[config.mk]
export PLATFORM = sky130hd
export DESIGN_NAME = afifo_wr_ctrl_flat
export DESIGN_NICKNAME = d
export VERILOG_FILES = /design/src/rtl/afifo_pkg.sv /design/src/rtl/afifo_wr_ctrl_if.sv /design/src/rtl/gray_sync.sv /design/src/rtl/afifo_wr_ctrl.sv /design/src/flat_wrapper.sv
export SDC_FILE = /design/constraint.sdc
export NUM_CORES = 1
export LEC_CHECK = 0
export ABC_AREA = 1
export ABC_CLOCK_PERIOD_IN_PS = 3300
export BUFFER_PORTS_ARGS = -buffer_cell sky130_fd_sc_hd__buf_2
export CORE_MARGIN = 1.5
export CORE_UTILIZATION = 50
export DETAILED_ROUTE_END_ITERATION = 16
export GPL_ROUTABILITY_DRIVEN = 0
export PLACE_DENSITY_LB_ADDON = 0.2
export SLEW_MARGIN = 20
export SYNTH_ARGS = -nofsm -noshare
export SYNTH_HDL_FRONTEND = slang
export SYNTH_HIERARCHICAL = 1
export SYNTH_SLANG_ARGS = --single-unit
export TNS_END_PERCENT = 30
[constraint.sdc]
create_clock -name WRclk -period 3.3 [get_ports WRclk]
set_input_delay 0.33 -clock WRclk [delete_from_list [all_inputs] [get_ports WRclk]]
set_output_delay 0.33 -clock WRclk [all_outputs]
set_load 0.01 [all_outputs]
[src/rtl/afifo_pkg.sv]
// Shared helpers for the asynchronous FIFO controllers: pointer width,
// Gray/binary conversion and the full-pattern comparison.
package afifo_pkg;

    // Pointer width: one extra MSB beyond the address distinguishes full from empty.
    function automatic int ptr_width(input int depth);
        return $clog2(depth) + 1;
    endfunction

    // Mask selecting the low w bits of a 32-bit container.
    function automatic logic [31:0] width_mask(input int w);
        return (w >= 32) ? 32'hFFFF_FFFF : ((32'h1 << w) - 32'h1);
    endfunction

    // Binary to Gray for a w-bit value carried zero-extended in 32 bits.
    function automatic logic [31:0] bin2gray(input logic [31:0] b, input int w);
        logic [31:0] bm;
        bm = b & width_mask(w);
        return bm ^ (bm >> 1);
    endfunction

    // Gray to binary for a w-bit value carried zero-extended in 32 bits.
    function automatic logic [31:0] gray2bin(input logic [31:0] g, input int w);
        logic [31:0] gm;
        logic [31:0] b;
        gm    = g & width_mask(w);
        b     = '0;
        b[31] = gm[31];
        for (int i = 30; i >= 0; i--) begin
            b[i] = b[i+1] ^ gm[i];
        end
        return b;
    endfunction

    // Write pointer is exactly one lap ahead of the read pointer when its Gray
    // code equals the read Gray code with the two top bits inverted.
    function automatic logic full_match(input logic [31:0] wgray, input logic [31:0] rgray,
                                        input int w);
        logic [31:0] pattern;
        pattern = (rgray ^ (32'h3 << (w - 2))) & width_mask(w);
        return (wgray & width_mask(w)) == pattern;
    endfunction

endpackage

[src/rtl/afifo_wr_ctrl_if.sv]
// Write-side bundle between the producer/read-domain glue and the write controller.
interface afifo_wr_ctrl_if
    import afifo_pkg::*;
#(
    parameter int Depth = 512
);
    localparam int AddrLines = $clog2(Depth);
    localparam int PtrW      = ptr_width(Depth);

    logic                 WRreq;
    logic [PtrW-1:0]      RDptrGray;
    logic                 WRen;
    logic [AddrLines-1:0] WRaddr;
    logic [PtrW-1:0]      WRptrGray;
    logic                 Full;
    logic                 AlmostFull;
    logic [PtrW-1:0]      WRlevel;
    logic                 Overflow;

    // Producer side: issues pushes and forwards the read-domain Gray pointer.
    modport master (
        output WRreq, RDptrGray,
        input  WRen, WRaddr, WRptrGray, Full, AlmostFull, WRlevel, Overflow
    );

    // Controller side.
    modport slave (
        input  WRreq, RDptrGray,
        output WRen, WRaddr, WRptrGray, Full, AlmostFull, WRlevel, Overflow
    );
endinterface

[src/rtl/gray_sync.sv]
// Plain flop chain for bringing a Gray pointer across clock domains.
// No logic between stages so each bit resolves metastability independently.
module gray_sync #(
    parameter int Width  = 4,
    parameter int Stages = 2
) (
    input  logic             clk,
    input  logic             rst,
    input  logic [Width-1:0] d,
    output logic [Width-1:0] q
);
    for (genvar gi = 0; gi < Stages; gi++) begin : g_stage
        logic [Width-1:0] q_reg;
        if (gi == 0) begin : g_first
            // First stage samples the foreign-domain pointer.
            always_ff @(posedge clk or posedge rst) begin
                if (rst) q_reg <= '0;
                else     q_reg <= d;
            end
        end else begin : g_next
            // Later stages simply retime the previous stage.
            always_ff @(posedge clk or posedge rst) begin
                if (rst) q_reg <= '0;
                else     q_reg <= g_stage[gi-1].q_reg;
            end
        end
    end

    assign q = g_stage[Stages-1].q_reg;
endmodule

[src/rtl/afifo_wr_ctrl.sv]
// Write-side controller of the asynchronous FIFO: accepts pushes, drives the
// SRAM write port, keeps binary/Gray write pointers and derives pessimistic
// Full / AlmostFull / level / Overflow flags from the synchronized read pointer.
module afifo_wr_ctrl
    import afifo_pkg::*;
#(
    parameter int Depth         = 512,
    parameter int AlmostFullThr = Depth - 4,
    parameter int SyncStages    = 2
) (
    input  logic            WRclk,
    input  logic            WRrst,
    afifo_wr_ctrl_if.slave  wr
);
    localparam int AddrLines = $clog2(Depth);
    localparam int PtrW      = ptr_width(Depth);

    logic [PtrW-1:0] wbin_reg;
    logic [PtrW-1:0] wgray_reg;
    logic [PtrW-1:0] level_reg;
    logic            full_reg;
    logic            afull_reg;
    logic            ovf_reg;

    logic [PtrW-1:0] rq;
    logic [PtrW-1:0] rbin;
    logic [PtrW-1:0] wbin_next;
    logic [PtrW-1:0] wgray_next;
    logic [PtrW-1:0] level_next;
    logic            full_next;
    logic            afull_next;
    logic            wen;

    gray_sync #(
        .Width  (PtrW),
        .Stages (SyncStages)
    ) u_rdptr_sync (
        .clk (WRclk),
        .rst (WRrst),
        .d   (wr.RDptrGray),
        .q   (rq)
    );

    // Accept a push unless full; flags use the pointer after this cycle's write.
    always_comb begin
        wen        = wr.WRreq & ~full_reg & ~WRrst;
        wbin_next  = wbin_reg + PtrW'(wen);
        wgray_next = PtrW'(bin2gray(32'(wbin_next), PtrW));
        rbin       = PtrW'(gray2bin(32'(rq), PtrW));
        level_next = wbin_next - rbin;
        full_next  = full_match(32'(wgray_next), 32'(rq), PtrW);
        afull_next = (int'(level_next) >= AlmostFullThr);
    end

    // Pointer and flag registers; overflow is sticky until reset.
    always_ff @(posedge WRclk or posedge WRrst) begin
        if (WRrst) begin
            wbin_reg  <= '0;
            wgray_reg <= '0;
            level_reg <= '0;
            full_reg  <= 1'b0;
            afull_reg <= 1'b0;
            ovf_reg   <= 1'b0;
        end else begin
            wbin_reg  <= wbin_next;
            wgray_reg <= wgray_next;
            level_reg <= level_next;
            full_reg  <= full_next;
            afull_reg <= afull_next;
            ovf_reg   <= ovf_reg | (wr.WRreq & full_reg);
        end
    end

    assign wr.WRen       = wen;
    assign wr.WRaddr     = wbin_reg[AddrLines-1:0];
    assign wr.WRptrGray  = wgray_reg;
    assign wr.Full       = full_reg;
    assign wr.AlmostFull = afull_reg;
    assign wr.WRlevel    = level_reg;
    assign wr.Overflow   = ovf_reg;

    // The synchronized read pointer must never be ahead of the write pointer.
    logic [PtrW-1:0] occupancy;
    assign occupancy = wbin_reg - rbin;

    a_rd_not_ahead : assert property (@(posedge WRclk) disable iff (WRrst)
        int'(occupancy) <= Depth);

    a_gray_one_bit : assert property (@(posedge WRclk) disable iff (WRrst)
        $countones(wgray_reg ^ $past(wgray_reg)) <= 1);

endmodule

[src/flat_wrapper.sv]
// flat-port wrapper written by rule: the top's interface ports become plain ports
module afifo_wr_ctrl_flat import afifo_pkg::*;
#(
    parameter int Depth         = 512,
    parameter int AlmostFullThr = Depth - 4,
    parameter int SyncStages    = 2
)
  (WRclk, WRrst, wr_WRreq, wr_RDptrGray, wr_WRen, wr_WRaddr, wr_WRptrGray, wr_Full, wr_AlmostFull, wr_WRlevel, wr_Overflow);
  afifo_wr_ctrl_if #(.Depth(Depth)) wr_i ();
  input  logic WRclk;
  input  logic WRrst;
  input wire logic [$bits(wr_i.WRreq)-1:0] wr_WRreq;
  input wire logic [$bits(wr_i.RDptrGray)-1:0] wr_RDptrGray;
  output wire logic [$bits(wr_i.WRen)-1:0] wr_WRen;
  output wire logic [$bits(wr_i.WRaddr)-1:0] wr_WRaddr;
  output wire logic [$bits(wr_i.WRptrGray)-1:0] wr_WRptrGray;
  output wire logic [$bits(wr_i.Full)-1:0] wr_Full;
  output wire logic [$bits(wr_i.AlmostFull)-1:0] wr_AlmostFull;
  output wire logic [$bits(wr_i.WRlevel)-1:0] wr_WRlevel;
  output wire logic [$bits(wr_i.Overflow)-1:0] wr_Overflow;
  assign wr_i.WRreq = wr_WRreq;
  assign wr_i.RDptrGray = wr_RDptrGray;
  assign wr_WRen = wr_i.WRen;
  assign wr_WRaddr = wr_i.WRaddr;
  assign wr_WRptrGray = wr_i.WRptrGray;
  assign wr_Full = wr_i.Full;
  assign wr_AlmostFull = wr_i.AlmostFull;
  assign wr_WRlevel = wr_i.WRlevel;
  assign wr_Overflow = wr_i.Overflow;
  afifo_wr_ctrl #(.Depth(Depth), .AlmostFullThr(AlmostFullThr), .SyncStages(SyncStages)) u_core (.WRclk(WRclk), .WRrst(WRrst), .wr(wr_i));
endmodule
### Word level (Yosys, flattened, before mapping)

Cells that the tools add are included.

| storage, ports and cells | value |
|---|---|
| bits in writable memories | 0 |
| memory bits (read-only) | 0 |
| input bits | 13 |
| word-level logic and storage cells | 29 |
| register bits after elaboration | 53 |
| memories | 0 |
| output and inout bits | 33 |
| latch bits | 0 |

| operators by class | value |
|---|---|
| multipliers | 0 |
| add/subtract/negate cells | 2 |
| shift operators | 0 |
| bitwise gates (word level) | 17 |
| mux-type cells | 0 |
| $lt $le $gt $ge | 1 |
| equal/unequal tests | 1 |
| divide/modulo/power cells | 0 |
| reductions and logical operators | 0 |

Operators with widths:

| cell | count |
|---|---|
| $add 10x1->10 | 1 |
| $eq 10x10->1 | 1 |
| $ge 10x9->1 const B | 1 |
| $sub 10x10->10 | 1 |
| $xor 10x9->10 | 1 |
| $xor 1x1->1 | 9 |
| $and 1x1->1 | 3 |
| $not 1->1 | 2 |
| $not 2->2 | 1 |
| $or 1x1->1 | 1 |

### Depth between registers and ports, before layout

Gate-level depths: netlist of run 1.

| depth | value |
|---|---|
| depth after elaboration | 11 |
| mapped depth | 25 |
| mapped depth without buffers | 25 |

### Modules after synthesis

Netlist of run 1, hierarchy kept.

Modules (own cells, without submodules):

| module | area each (um2) | seq. area each (um2) | cells an instance | times used |
|---|---|---|---|---|
| afifo_wr_ctrl | 2009.4 | 800.8 | 224 | 1 |
| gray_sync | 504.2 | 500.5 | 21 | 1 |

### Worst setup path before layout of run 1

No wires, ideal clock.

| timing path | value |
|---|---|
| kind | input-to-reg |
| from | in WRrst |
| to | reg u_core.afull_reg, in the netlist u_core/wr.AlmostFull |
| library setup time | 74 ps |
| stages | 21 |
| required time | 3226 ps |
| data arrival time | 3531 ps |
| buffers on the path | 0 |
| setup slack | -305 ps |
| path through | inv_1 -> nand2_1 -> nor2_1 -> ha_1 -> ha_1 -> nand2_2 -> nor2_2 -> nand2_2 -> nand2_1 -> inv_1 -> ha_1 -> nand2_1 -> a21oi_1 -> a211oi_1 -> nand2_1 -> nand2_1 -> nand2_1 -> a21oi_1 -> xor2_1 -> inv_1 -> o21ai_2 |

| on the way | value |
|---|---|
| cells in the longest elaborated chain, start to end | 5 |

RTL lines:

| what | line | source |
|---|---|---|
| from (decl) | flat_wrapper.sv:11 | `input logic WRrst;` |
| $not 1->1 | afifo_wr_ctrl.sv:46 | `wen = wr.WRreq & ~full_reg & ~WRrst;` |
| $and 1x1->1 | afifo_wr_ctrl.sv:46 |  |
| net wr_WRen | flat_wrapper.sv:14 | `output wire logic [$bits(wr_i.WRen)-1:0] wr_WRen;` |
| $add 10x1->10 | afifo_wr_ctrl.sv:47 | `wbin_next = wbin_reg + PtrW'(wen);` |
| net u_core.wbin_next[6] | afifo_wr_ctrl.sv:27 | `logic [PtrW-1:0] wbin_next;` |
| $sub 10x10->10 | afifo_wr_ctrl.sv:50 | `level_next = wbin_next - rbin;` |
| net u_core.level_next[9] | afifo_wr_ctrl.sv:29 | `logic [PtrW-1:0] level_next;` |
| $ge 10x9->1 | afifo_wr_ctrl.sv:52 | `afull_next = (int'(level_next) >= AlmostFullThr);` |
| net u_core.afull_next | afifo_wr_ctrl.sv:31 | `logic afull_next;` |
| to (signal assigned) | afifo_wr_ctrl.sv:69 | `afull_reg <= afull_next;` |
| to (decl) | afifo_wr_ctrl.sv:22 | `logic afull_reg;` |

The timed path passes the listed nets, and every way through them passes these cells.

### Worst setup path in the final report of run 1

| timing path | value |
|---|---|
| from | reg u_core.u_rdptr_sync.g_stage[1].q_reg[8], in the netlist u_core/u_rdptr_sync/q[8] |
| to | reg u_core.afull_reg, in the netlist u_core/wr.AlmostFull |

| on the way | value |
|---|---|
| cells in the longest elaborated chain, start to end | 11 |

RTL lines:

| what | line | source |
|---|---|---|
| from (decl) | gray_sync.sv:13 | `logic [Width-1:0] q_reg;` |
| from (signal assigned) | gray_sync.sv:24 | `else q_reg <= g_stage[gi-1].q_reg;` |
| $xor 1x1->1 (*) | afifo_pkg.sv:30 | `b[i] = b[i+1] ^ gm[i];` |
| $xor 1x1->1 (8 in a row) | afifo_pkg.sv:30 |  |
| $sub 10x10->10 (*) | afifo_wr_ctrl.sv:50 |  |
| $ge 10x9->1 (*) | afifo_wr_ctrl.sv:52 |  |
| net u_core.afull_next | afifo_wr_ctrl.sv:31 |  |

The timed path passes the listed nets; every way through them passes the cells marked *.

==> run metrics, run 1 <==
Num CTS Buffers 5; Sequential cell area 1300 sq um; FP Rows 25; clock sinks 52; CTS Hold Buffers Added 0; HPWL after DPL ~3300 microns; sequential-to-total area share from yosys stat 51.8%; worst-path cell chain inv_1, nand2_1, nand3_2, nand3_1, nand3_4, nand2_4, nand2_2, nand3_2, nand3_2, nand2_2, nand2_1, nand3_1, nand2_1, ha_2, fa_2, o21ai_4, a21oi_2, o21bai_1, xor2_1, nor2_1, nand3_1, o21ai_2; clk root buf clkbuf_8; FF-to-FF path depth 22; synthesized flop and latch total 52; Avg WL per Cell 11.6 microns; Filler cells 386; CP max FO 4; max cap viols 0; Ant. Diodes 0; period utilisation layout 93.1%; Setup Skew between 0.003 and 0.004 ns; first-pass GRT wire length 6870 microns; dpl ws -0.0465 ns; Net Count, Synth 270; worst hold path stage count 1; vias in the first global route 1,611; I/O pin cnt 46; max incr delay on CP 0.39 ns; status complete, no violations; multi-input logic area 1160 sq um; Netlist cell types 32; layout cell share with drive strength beyond 1 a little over a third; clock latency on the worst-skew pair 0.29 ns; antenna viol nets, final 0; antenna violations before repair 0; Final Hold Viols 0; initial cell density of the core ~53%; CTS clk-pin slew, worst paths 0.08 ns; Via density about 4.7; Max Buffers Root-to-Sink 2; non-filler instance count after layout 375; core area about 4800 sq um; Req. time, crit path 3.49 ns; die width approximately 74 microns; TNS Setup 0 ns; CP Data Arrival Time 3.26 ns; Slew headroom 55.0%; Synth area leader dfrtp_1; Die Y about 74 microns; Max rail drop VDD 448 uV; worst slew pin tran 0.674 ns; final worst slack ~0.23 ns; CTS H-Tree Depth 2; Tmin final 3.07 ns; DRT Pass-1 Iters 4; Fmax about 0.33 GHz; Die Footprint approximately 5500 sq um; Leakage 1.65 nW; GRT overflow 0; syn_area_per_cell 10.3 sq um; Power Density between 700 and 800 nW/um^2; nature of the critical path endpoint flip-flop; Syn Inst Count 245; vias 1,771; post-detailed-route DRC marker count 0; Layout Nets 333; Initial DRC Count 62; drt total wl 4350 microns; Worst setup SP type flip-flop; I/O Buffers 45; CP max stage cell dfrtp_1; TritonCTS clock tree built; top cell type's share of synthesized area around half; max-slew violation count 0; Synth-to-Final Area Change 23.5%; Synth warnings 6; Cell Area, Synth between 2000 and 3000 sq um; placed instance count 362; Setup CP Type flip-flop to flip-flop; ranking of synthesized cells by area dfrtp_1 52%, inv_1 6.3%, nand2_1 6.1%, ha_1 5.5%, nand3_1 4.6%; Setup-failing EPs final 0; largest net degree at the start of global routing 33; gr usage total 17.0%; Tightest Hold Check Type input port to flip-flop
[synthesized netlist by cell type, drive strengths merged]
cell	instances
xor2	17
dfrtp	52
nor2	10
fa	1
nand4	3
nand2	47
inv	44
nand3	29
or2	4
o21ai	5
a21o	2
nor3	1
a211oi	1
o21bai	2
o311ai	1
ha	11
xnor2	7
a21oi	8
[area by class of cell]
class                      instances  area share (%)
timing repair buffer              56            9.92
multi-input combinational        149            37.5
sequential                        52            42.0
inverter                          44            5.44
tap                               67            2.70
clock buffer                       6            2.34
clock inverter                     1           0.161
[worst max-delay path: cells and delay by family (launching register included)]
kind                     cells  cell delay, ns
AND/OR/NAND/NOR             14            1.30
buffers and inverters        1            0.07
adder cells (fa/ha/maj)      2            0.58
AO/OA/AOI/OAI                4            0.43
XOR/XNOR                     1            0.19
flip-flops                   1            0.39
[timing repair]
item / 4_1_cts / 5_1_grt
resized for setup: 1 / 28
endpoints found under the setup margin: 1 / 7
buffers inserted: 0 / 6
pin swaps: 0 / 9
[metrics by stage]
step           instance area, sq um  total power [mW]  hold slack (ns)  utilization, %
3_5_place_dp                   2860              1.87            0.336            59.8
5_1_grt                        3100              2.46            0.114            64.9
2_1_floorplan                  2520              1.57            0.262               -
3_3_place_gp                   2860              1.86            0.332            59.8
4_1_cts                        2940              2.20            0.123            61.5
6_report                       3100              2.26            0.138            64.9
[worst paths after layout]
check | from | endpoint | slack [ns]
min reg2reg | u_core/u_rdptr_sync/g_stage[0].q_reg[8] | u_core/u_rdptr_sync/q[8] | 0.35
max in group asynchronous | WRrst | u_core/u_rdptr_sync/q[9] | 2.67
min in group asynchronous | WRrst | u_core/u_rdptr_sync/g_stage[0].q_reg[0] | 0.16
min | wr_RDptrGray[8] | u_core/u_rdptr_sync/g_stage[0].q_reg[8] | 0.14
max reg2reg | u_core/u_rdptr_sync/q[8] | u_core/wr.AlmostFull | 0.23
max | u_core/u_rdptr_sync/q[8] | u_core/wr.AlmostFull | 0.23
[metal layers]
layer | up-vias | share of wire [%] | GRT usage (%)
met5 | - | 0 | 0
li1 | 890 | - | -
met4 | 0 | 1.1 | 6.17
met2 | 42 | 50 | 27.7
met1 | 835 | 45 | 22.0
met3 | 4 | 4.4 | 4.12
[report_power, final]
part | internal (mW) | leakage, nW | switching (mW) | total, mW
logic | 0.450 | 0.992 | 0.627 | 1.08
registers | 0.791 | 0.616 | 0.0749 | 0.866
clock network | 0.144 | 0.0410 | 0.177 | 0.321
total | 1.39 | 1.65 | 0.879 | 2.26
[placed cells by master (no fill, tap or decap), types with 3 or more instances in the layout]
master,instances
nand2_2,8
nand3_4,3
nand2_4,3
xor2_2,3
buf_2,45
ha_1,10
nor2_1,6
nand3_1,15
nand2_1,36
inv_1,41
buf_4,11
xor2_1,13
clkbuf_8,5
dfrtp_1,51
xnor2_1,6
a21oi_1,7
nand3_2,11
[cells by family after synthesis]
kind of cell | count (synthesis) | synth area share, %
simple gates | 94 | 20.1
flops | 52 | 51.8
buf+inv | 44 | 6.57
xor+xnor | 24 | 10.8
compound gates | 19 | 4.58
fa+ha+maj | 12 | 6.27
No activity file was read; power rests on OpenSTA's default activity.
==> run 2: changes to the inputs <==
--- a/config.mk
+++ b/config.mk
@@ -8,8 +8,10 @@
 export ABC_AREA = 1
 export ABC_CLOCK_PERIOD_IN_PS = 3300
 export BUFFER_PORTS_ARGS = -buffer_cell sky130_fd_sc_hd__buf_2
+export CELL_PAD_IN_SITES_DETAIL_PLACEMENT = 1
+export CELL_PAD_IN_SITES_GLOBAL_PLACEMENT = 1
 export CORE_MARGIN = 1.5
-export CORE_UTILIZATION = 50
+export CORE_UTILIZATION = 38
 export DETAILED_ROUTE_END_ITERATION = 16
 export GPL_ROUTABILITY_DRIVEN = 0
 export PLACE_DENSITY_LB_ADDON = 0.2
==> run metrics, run 2 (synthesized netlist as in run 1, its figures left out) <==
status complete, no violations; Leakage 1.71 nW (+3.9%); clk root buf clkbuf_8; non-filler instance count after layout 391 (+4.3%); Setup Skew 0.00526 ns (+0.00181 ns); Power Total 2.52 mW (+11%); FP Rows 29 (+16%); CTS H-Tree Depth 2 (unchanged); Avg WL per Cell 14.0 microns (+21%); vias 1,835 (+3.6%); Setup-failing EPs final 0 (unchanged); Num CTS Buffers 5 (unchanged); Power Density 762 nW/um^2 (+4.4%); antenna viol nets, final 0 (unchanged); hold slack final 0.129 ns (-0.00838 ns); Ant. Diodes 0 (unchanged); clock sinks 52 (unchanged); CP max FO 4 (unchanged); I/O Buffers 45 (unchanged); gr usage total 15.4% (-1.6 points); commonest non-fill, non-tap cell in the layout dfrtp_1; Die Footprint 7110 sq um (+30%); period utilisation layout 95.8% (+2.7 points); HPWL after DPL 3970 microns (+19%); worst hold path stage count 1 (unchanged); placed instance count 376 (+3.9%); vias in the first global route 1,839 (+14%); nature of the critical path endpoint flip-flop; largest net degree at the start of global routing 33 (unchanged); Slew headroom 53.7% (-1.4 points); worst min-delay path startpoint wr_RDptrGray[9]; post-detailed-route DRC marker count 0 (unchanged); core area 6390 sq um (+33%); reg2reg end u_core/wr.AlmostFull; hold path endpoint u_core/u_rdptr_sync/g_stage[0].q_reg[9]; drt total wl 5490 microns (+26%); Via density 4.69 (-0.63%); Initial DRC Count 64 (+3.2%); max-slew violation count 0 (unchanged); CP Data Arrival Time 3.36 ns (+0.10 ns); die width 84.3 microns (+14%); Die Y 84.3 microns (+14%); Layout Nets 338 (+1.5%); initial cell density of the core 39.4% (-13 points); Tightest Hold Check Type input port to flip-flop; DRT Pass-1 Iters 4 (unchanged); layout cell share with drive strength beyond 1 40.1% (+4.4 points); I/O pin cnt 46 (unchanged); first-pass GRT wire length 8600 microns (+25%); worst r2r src u_core/u_rdptr_sync/q[9]; Req. time, crit path 3.50 ns (about the same); antenna violations before repair 0 (unchanged); most frequent cells in the layout 51 x dfrtp_1, 45 x buf_2, 40 x inv_1; CTS clk-pin slew, worst paths 0.09 ns (about the same); Max rail drop VDD 352 uV (-21%); final core occ 51.8% (-13 points); worst slew pin tran 0.694 ns (+0.0203 ns); Tmin final 3.16 ns (+0.0887 ns); internal reg-to-reg setup slack 0.14 ns (-0.09 ns); GRT overflow 0 (unchanged); clock latency on the worst-skew pair 0.30 ns (about the same); max cap viols 0 (unchanged); Fmax 0.316 GHz (-2.8%); Setup CP Type flip-flop to flip-flop; CTS Hold Buffers Added 0 (unchanged); FF-to-FF path depth 23 (+4.5%); TritonCTS clock tree built; Max Buffers Root-to-Sink 2 (unchanged); Synth-to-Final Area Change 31.5%; Worst setup SP type flip-flop; Final Hold Viols 0 (unchanged)
## run 2: per-stage QoR
stage	setup slack, ns	instance area, sq um	TNS [ns]
2_1_floorplan	0.00612	2520	0
3_3_place_gp	0.0797	2910	0
3_5_place_dp	-0.106	2910	-0.106
4_1_cts	0.00280	3050	0
5_1_grt	-0.0888	3310	-0.208
6_report	0.140	3310	0
## run 2: how the worst max path moves through the flow
stage,slack [ns],endpoint,start
4_1_cts,0.003,u_core/wr.AlmostFull,u_core/u_rdptr_sync/q[9]
2_1_floorplan,0.006,u_core/wr.AlmostFull,WRrst
3_5_place_dp,-0.11,u_core/wr.AlmostFull,u_core/u_rdptr_sync/q[9]
5_1_grt,-0.09,u_core/wr.AlmostFull,u_core/u_rdptr_sync/q[8]
3_3_place_gp,0.08,u_core/wr.AlmostFull,u_core/u_rdptr_sync/q[9]
6_report,0.14,u_core/wr.AlmostFull,u_core/u_rdptr_sync/q[9]
## run 2: cell type report
class | count | area [sq um]
Timing Repair Buffer | 61 | 345
Clock inverter | 1 | 30.0
Inverter | 44 | 169
Tap cell | 77 | 96.3
Sequential cell | 52 | 1300
Fill cell | 732 | 3080
Multi-Input combinational cell | 149 | 1270
Clock buffer | 7 | 96.3
## run 2: power breakdown
part	internal (mW)	total (mW)	switching [mW]
Combinational	0.499	1.18	0.682
Clock	0.268	0.469	0.201
Sequential	0.791	0.868	0.0771
## run 2: critical path, stage by stage (launching register included)
cell and delay (ns):
dfrtp_2 0.44, inv_2 0.07, nand2_1 0.06, nand3_2 0.12
nand2_2 0.09, nand2_2 0.11, nand3_4 0.12, nand2_4 0.13
nand2_4 0.08, nand3_4 0.11, nand3_4 0.11, nand2_4 0.08
nand2_2 0.06, nand3_2 0.07, nand2_2 0.07, ha_4 0.16
fa_2 0.39, o21ai_4 0.16, a21oi_1 0.08, o21bai_1 0.16
xor2_1 0.20, nor2_1 0.06, nand3_1 0.08, o21ai_2 0.05
## run 2: timing repair
item / in CTS / in global routing
pin swaps: 1 / 14
setup endpoints to repair: 2 / 6
resized for setup: 3 / 45
setup buffers: 1 / 6
## run 2: metal layers
layer,vias up,track usage (%),wire (microns)
li1,903,-,-
met2,37,26.2,2800
met1,893,19.9,2480
met3,2,3.54,183
met5,-,0,0
met4,0,3.96,29
